$ cat config.mk
export PLATFORM = sky130hd
export DESIGN_NAME = fifo_burst_reader
export DESIGN_NICKNAME = d
export VERILOG_FILES = /design/src/rtl/fifo_pkg.sv /design/src/rtl/skid_buf2.sv /design/src/rtl/fifo_burst_reader.sv
export SDC_FILE = /design/constraint.sdc
export NUM_CORES = 1
export LEC_CHECK = 0
export CAP_MARGIN = 20
export CORE_MARGIN = 3
export CORE_UTILIZATION = 50
export CTS_CLUSTER_SIZE = 10
export DETAILED_ROUTE_END_ITERATION = 6
export PLACE_DENSITY = 0.91
export SLEW_MARGIN = 20
export SYNTH_ARGS = -nofsm -noshare
export SYNTH_HDL_FRONTEND = slang
export SYNTH_SLANG_ARGS = --single-unit
export TNS_END_PERCENT = 1
$ cat constraint.sdc
create_clock -name clk -period 6.2 [get_ports clk]
set_input_delay 1.24 -clock clk [delete_from_list [all_inputs] [get_ports clk]]
set_output_delay 1.24 -clock clk [all_outputs]
set_load 0.01 [all_outputs]
$ cat src/rtl/fifo_pkg.sv
`default_nettype none
// ============================================================================
// fifo_pkg -- shared FIFO-slice types, default widths and SyncFIFO geometry.
// Rev 1.0
// ============================================================================
package fifo_pkg;

  typedef enum logic [1:0] {
    ST_IDLE  = 2'd0,
    ST_BURST = 2'd1,
    ST_DRAIN = 2'd2
  } rd_state_e;

  localparam int DEF_WIDTH = 5;
  localparam int DEF_LEN_W = 4;
  localparam int DEF_CNT_W = 16;

  localparam int SYNC_FIFO_DEPTH = 16;
  localparam int SYNC_FIFO_AW    = $clog2(SYNC_FIFO_DEPTH);

  localparam int BUF_CNT_W = 2;

endpackage
`default_nettype wire

$ cat src/rtl/skid_buf2.sv
`default_nettype none
// ============================================================================
// skid_buf2 -- two-entry FIFO-ordered output buffer; dout is the oldest entry.
// Rev 1.0
// ============================================================================
module skid_buf2
  import fifo_pkg::*;
#(
  parameter int WIDTH = DEF_WIDTH
) (
  input  logic                 clk,
  input  logic                 rst,
  input  logic                 push,
  input  logic [WIDTH-1:0]     din,
  input  logic                 pop,
  output logic [WIDTH-1:0]     dout,
  output logic [BUF_CNT_W-1:0] cnt
);

  logic [WIDTH-1:0]     head_q, head_d;
  logic [WIDTH-1:0]     tail_q, tail_d;
  logic [BUF_CNT_W-1:0] cnt_q, cnt_d;
  logic                 do_pop;
  logic                 do_push;

  always_comb begin
    do_pop  = pop && (cnt_q != 2'd0);
    // A push into a full buffer is only legal when the head leaves the same cycle.
    do_push = push && ((cnt_q != 2'd2) || do_pop);
    head_d  = head_q;
    tail_d  = tail_q;
    cnt_d   = cnt_q;
    case ({do_push, do_pop})
      2'b10: begin
        if (cnt_q == 2'd0) head_d = din;
        else               tail_d = din;
        cnt_d = cnt_q + 2'd1;
      end
      2'b01: begin
        head_d = tail_q;
        cnt_d  = cnt_q - 2'd1;
      end
      2'b11: begin
        if (cnt_q == 2'd1) begin
          head_d = din;
        end else begin
          head_d = tail_q;
          tail_d = din;
        end
      end
      default: ;
    endcase
  end

  always_ff @(posedge clk or negedge rst) begin
    if (!rst) begin
      head_q <= '0;
      tail_q <= '0;
      cnt_q  <= '0;
    end else begin
      head_q <= head_d;
      tail_q <= tail_d;
      cnt_q  <= cnt_d;
    end
  end

  assign dout = head_q;
  assign cnt  = cnt_q;

endmodule
`default_nettype wire

$ cat src/rtl/fifo_burst_reader.sv
`default_nettype none
// ============================================================================
// fifo_burst_reader -- pops bursts of cmd_len words from a FWFT FIFO into a stream.
// Rev 1.0
// ============================================================================
module fifo_burst_reader
  import fifo_pkg::*;
#(
  parameter int WIDTH = DEF_WIDTH,
  parameter int LEN_W = DEF_LEN_W,
  parameter int CNT_W = DEF_CNT_W
) (
  input  logic             clk,
  input  logic             rst,
  input  logic             cmd_valid,
  output logic             cmd_ready,
  input  logic [LEN_W-1:0] cmd_len,
  input  logic             empty,
  input  logic             fifo_wen,
  output logic             rEn,
  input  logic [WIDTH-1:0] dOut,
  output logic             m_valid,
  input  logic             m_ready,
  output logic [WIDTH-1:0] m_data,
  output logic             busy,
  output logic             done,
  output logic [CNT_W-1:0] words_total
);

  rd_state_e            state_q, state_d;
  logic [LEN_W-1:0]     remaining_q, remaining_d;
  logic [CNT_W-1:0]     words_total_q, words_total_d;
  logic [BUF_CNT_W-1:0] buf_cnt;
  logic [WIDTH-1:0]     buf_dout;
  logic                 pop_en;
  logic                 xfer;

  // Pop decision uses only registered state and FIFO flags, never m_ready.
  assign pop_en = (state_q == ST_BURST) && (remaining_q != '0) &&
                  (!empty || fifo_wen) && (buf_cnt < 2'd2);
  assign xfer   = (buf_cnt != '0) && m_ready;

  skid_buf2 #(
    .WIDTH (WIDTH)
  ) u_obuf (
    .clk  (clk),
    .rst  (rst),
    .push (pop_en),
    .din  (dOut),
    .pop  (xfer),
    .dout (buf_dout),
    .cnt  (buf_cnt)
  );

  always_comb begin
    state_d       = state_q;
    remaining_d   = remaining_q;
    words_total_d = words_total_q + CNT_W'(xfer);
    case (state_q)
      ST_IDLE: begin
        if (cmd_valid) begin
          remaining_d = cmd_len;
          state_d     = (cmd_len != '0) ? ST_BURST : ST_DRAIN;
        end
      end
      ST_BURST: begin
        if (remaining_q == '0)  state_d     = ST_DRAIN;
        else if (pop_en)        remaining_d = remaining_q - LEN_W'(1);
      end
      ST_DRAIN: begin
        if (buf_cnt == '0) state_d = ST_IDLE;
      end
      default: state_d = ST_IDLE;
    endcase
  end

  always_ff @(posedge clk or negedge rst) begin
    if (!rst) begin
      state_q       <= ST_IDLE;
      remaining_q   <= '0;
      words_total_q <= '0;
    end else begin
      state_q       <= state_d;
      remaining_q   <= remaining_d;
      words_total_q <= words_total_d;
    end
  end

  assign rEn         = pop_en;
  assign m_valid     = (buf_cnt != '0);
  assign m_data      = buf_dout;
  assign cmd_ready   = (state_q == ST_IDLE);
  assign busy        = (state_q != ST_IDLE);
  // DRAIN never pops, so an empty buffer here marks the completing cycle.
  assign done        = (state_q == ST_DRAIN) && (buf_cnt == '0);
  assign words_total = words_total_q;

endmodule
`default_nettype wire

## Word level (Yosys, flattened, before mapping)

Index checks and enable logic that the tools add are counted.

- Logic and storage cells: 67
- Output and inout port bits: 26
- Bits in registers: 34
- Bits of input ports: 15

- Eq/ne operators: 15
- Reductions and logical operators: 25
- Magnitude comparators: 1
- Muxes and demuxes: 16
- $add $sub $neg: 4

Operators with widths:

| operator | number |
|---|---|
| two-way mux 5 bit | 4 |
| adder 16 x 1 -> 16 bit | 1 |
| case mux 5 bit (3 select lines) | 1 |
| inequality test 2 bit (second input constant) | 7 |
| two-way mux 4 bit | 3 |
| case mux 5 bit (2 select lines) | 1 |
| nonzero test 2 bit | 5 |
| two-way mux 2 bit | 4 |
| case mux 4 bit (2 select lines) | 1 |
| nonzero test 4 bit | 2 |
| logical AND 1 bit | 7 |
| == test 2 x 1 -> 1 bit (second input constant) | 3 |
| == test 2 bit (second input constant) | 3 |
| case mux 2 bit (3 select lines) | 1 |
| AND reduction 3 bit | 2 |
| zero test 2 bit | 2 |
| zero test 4 bit | 1 |
| inequality test 2 x 1 -> 1 bit (second input constant) | 2 |
| case mux 2 bit (2 select lines) | 1 |
| AND reduction 4 bit | 1 |
| subtractor 4 x 1 -> 4 bit (second input constant) | 1 |
| nonzero test 3 bit | 1 |
| adder 2 x 1 -> 2 bit (second input constant) | 1 |
| logical OR 1 bit | 2 |
| other kinds (4) | 4 |

## Longest topological paths before layout

- Depth in word-level cells: 8
- Mapped depth: 10

## By module

Synthesis repeated with hierarchy kept, for this count alone.

- Cells, all modules: 167
- Area, all modules: 1775.5 sq um

Modules (own cells, without submodules):

| module | cells each | times used | area each (sq um) |
|---|---|---|---|
| fifo_burst_reader | 108 | 1 | 1108.6 |
| skid_buf2 | 59 | 1 | 666.9 |

## Worst setup path after synthesis

OpenSTA, ideal clock, no wires.

- Kind: input to output
- Start: in empty
- End: out rEn
- Arrival time: 1803 ps
- Required time: 4960 ps
- Slack: 3157 ps
- Buffers on the path: 1
- Stages on the path: 3
- Path through: nor2b_1 -> nor4_4 -> buf_4

- Cells in the longest elaborated chain, start to end: 4

RTL lines:

| item | RTL line | source |
|---|---|---|
| start: declaration | fifo_burst_reader.sv:18 | `input logic empty,` |
| zero test 1 bit | fifo_burst_reader.sv:40 | `(!empty \|\| fifo_wen) && (buf_cnt < 2'd2);` |
| logical OR 1 bit | fifo_burst_reader.sv:40 |  |
| logical AND 1 bit | fifo_burst_reader.sv:39 | `assign pop_en = (state_q == ST_BURST) && (remaining_q != '0) &&` |
| logical AND 1 bit | fifo_burst_reader.sv:40 |  |
| end: declaration | fifo_burst_reader.sv:20 | `output logic rEn,` |

Every way passes these cells.

## Worst setup path in the final report

Ends and elaborated chain as after synthesis.

==> results.toml <==
[outcome]
status = "finished, final reports clean"

[synth]
async_reset_ff_share_pct = 100
synth_area_um2 = 1700
synth.distinct_cells = 37
synth.avg_cell_area_um2 = 10.7
yosysTopAreaCell = "dfrtp_1"
syn_nets = 179
ys.flop_type = "dfrtp_1"
seq_area_frac_synth_pct = 50.2
yosys.area.top_type_share_pct = 50.2
ys_ff_latch = 34
yosysWarnings = 0
synth_top_cells_by_area = "dfrtp_1, xnor2_1, ha_1, mux2_2, nand2_1"
synth_edf_count = 0
synth_cells = 158

[sta]
max_freq_mhz = 235
drv_slew = 0
rsz0062_at_grt = "no"
setup_tns_ns = 0
skew_ns = 0.00924
worst_pin_slew_ns = 0.686
fin_crit_sh_pct = 68.7
hold_slack_ns = 0.485
maxSlewHeadroom_pct = 53.9
hold_viol = 0
finalSetupViolCount = 0
finalCriticalPeriod_ns = 4.26

[floorplan]
core_area_um2 = 3150
die_area_um2 = 4130
die-width_um = 64.2
die_y_um = 64.2
num_rows = 20
ios = 41
start_util_pct = 53.8

[route]
drc_errors = 0
wl_per_cell_um = 15.2
vias = 1379
drtIter0Drc = 90
drtAntennaViolNets = 0
firstDrtPassIters = 4
vias_per_cell = 5.54
drt_wl_total_um = 3780

[critical_path]
cp_slowest_stage_delay_ns = 0.67
crit_family = "buffers and inverters"
cp.arrival_ns = 3.02
path_max_fanout = 12
path_buf_inv = 2
cp_common_cell = "clkdlybuf4s50_1"
path_cells = "clkdlybuf4s50_1, nor2b_1, nor4_4, clkdlybuf4s50_1"
slowest_stage = "clkdlybuf4s50_1"
crit_path_start_kind = "primary input"
cp.required_ns = 4.96
worstSetupEndpointType = "output port"
worstSetupPathType = "in -> out"

[layout]
multi_input_area_um2 = 791
instances_no_fill = 249
area_growth_pct = 30.1
drive_gt1_share_pct = 9.76
nNetsFinal = 225
nFillCells = 246
ff_latch_area_um2 = 851
antennaDiodeCount = 0

[worst_hold_path]
hold_class = "reg -> reg"

[clock_network]
h-tree-depth = 2
clock_latency_ns = 0.35
cts_buffer_depth = 2
cts_root_buffer = "clkbuf_4"
cts_post_setup_buffers_inserted = 0
cts_tree = "yes"
cts.sinks = 34
cts_made_buffers = 5
ctsResizeCount = 0
clk_pin_slew_worst_paths_ns = 0.10
hold_buffers = 0

[placed_design]
dp.cells = 241
portBuffers = 40
place.gp.congestion = 0.822
dp_hpwl_um = 2810

[power_and_ir_drop]
p_leak_nw = 0.958
ir_drop_mv = 0.257
p_total_mw = 0.985
powerDensity_nw_per_um2 = 446

[flow_run]
drv_cap = 0

[global_routing]
grt_usage_pct = 20.9
grt_max_degree = 35
grt_pass1_vias = 1422
grt_pass1_wl_um = 6780
grt-ovfl-total = 0
antenna_found_initial = 0
-- registers in the layout, summed over array words and instances (netlist names) --
| name | flops |
|---|---|
| state_q | 2 |
| u_obuf.tail_q | 5 |
| u_obuf.dout | 5 |
| words_total | 16 |
| u_obuf.cnt | 2 |
| remaining_q | 4 |
-- routing by layer --
metal | GRT usage [%] | share of wire, % | vias to the layer above
li1 | - | - | 658
met1 | 27.7 | 44 | 678
met2 | 33.5 | 50 | 32
met3 | 3.87 | 4.1 | 11
met4 | 8.97 | 2.3 | 0
met5 | 0 | 0 | -
-- layout make-up --
type | instances | share of cell area [%]
Tap cell | 44 | 2.50
Sequential cell | 34 | 38.6
Clock inverter | 1 | 0.227
Clock buffer | 7 | 2.50
Multi-Input combinational cell | 111 | 35.8
Timing Repair Buffer | 41 | 18.5
Inverter | 11 | 1.87
-- stage by stage --
step           cell area [µm²]  worst slack, ns  util [%]
2_1_floorplan             1700             3.16         -
3_3_place_gp              2150             1.99      68.1
3_5_place_dp              2150             1.96      68.1
4_1_cts                   2210             1.95      70.0
5_1_grt                   2210             1.85      70.0
6_report                  2210             1.94      70.0
-- cells in the mapped netlist (3+ instances only) --
library cell   n
dfrtp_1       34
nand2_1       15
a21oi_1       11
inv_1         11
xnor2_1        9
nand3_1        7
nor2_1         7
ha_1           6
xor2_1         6
a221o_1        5
mux2_2         5
nand2b_1       4
nor2b_1        4
nor3_1         4
o22ai_1        3
-- power by group --
group | internal (mW) | leakage (nW) | switching (mW)
combinational | 0.242 | 0.498 | 0.231
clock | 0.0549 | 0.0353 | 0.0754
sequential | 0.303 | 0.424 | 0.0782
-- cells in the final DEF, fill, tap and decap left out, drive strengths merged, types with 2 or more instances in the layout --
cell and n:
inv 11, and3 2, nand3 7, a221o 5, nor2 7, nor3 4, clkbuf 7, xnor2 9
o22ai 3, nor4 3, nor2b 4, a21oi 11, or3 2, o21ai 2, o41ai 3, nor3b 2
nand2b 5, mux2 5, ha 6, nand2 15, clkdlybuf4s50 40, dfrtp 34, xor2 6
-- worst paths after layout --
path	from	end	slack, ns	cells after the start
min reg2reg	words_total[15]	words_total[15]	0.48	1
max	empty	rEn	1.94	4
max reg2reg	u_obuf.cnt[1]	words_total[15]	3.47	9
min in group asynchronous	rst	words_total[12]	1.29	2
min	words_total[15]	words_total[15]	0.48	1
max in group asynchronous	rst	u_obuf.dout[2]	4.59	2
-- logic make-up (layout without fill, tap and decap cells) --
family / count (synthesis) / after routing / share of synthesized area (%)
xor gates and xnor gates: 15 / 15 / 7.75
adders and majority gates: 6 / 6 / 4.43
buffers and inverters: 13 / 60 / 3.17
and+or+nand+nor: 54 / 54 / 17.6
AOI/OAI and AO/OA: 30 / 30 / 13.0
muxes: 6 / 6 / 3.91
DFF: 34 / 34 / 50.2
Note: power is estimated with default switching activity, not from simulation.
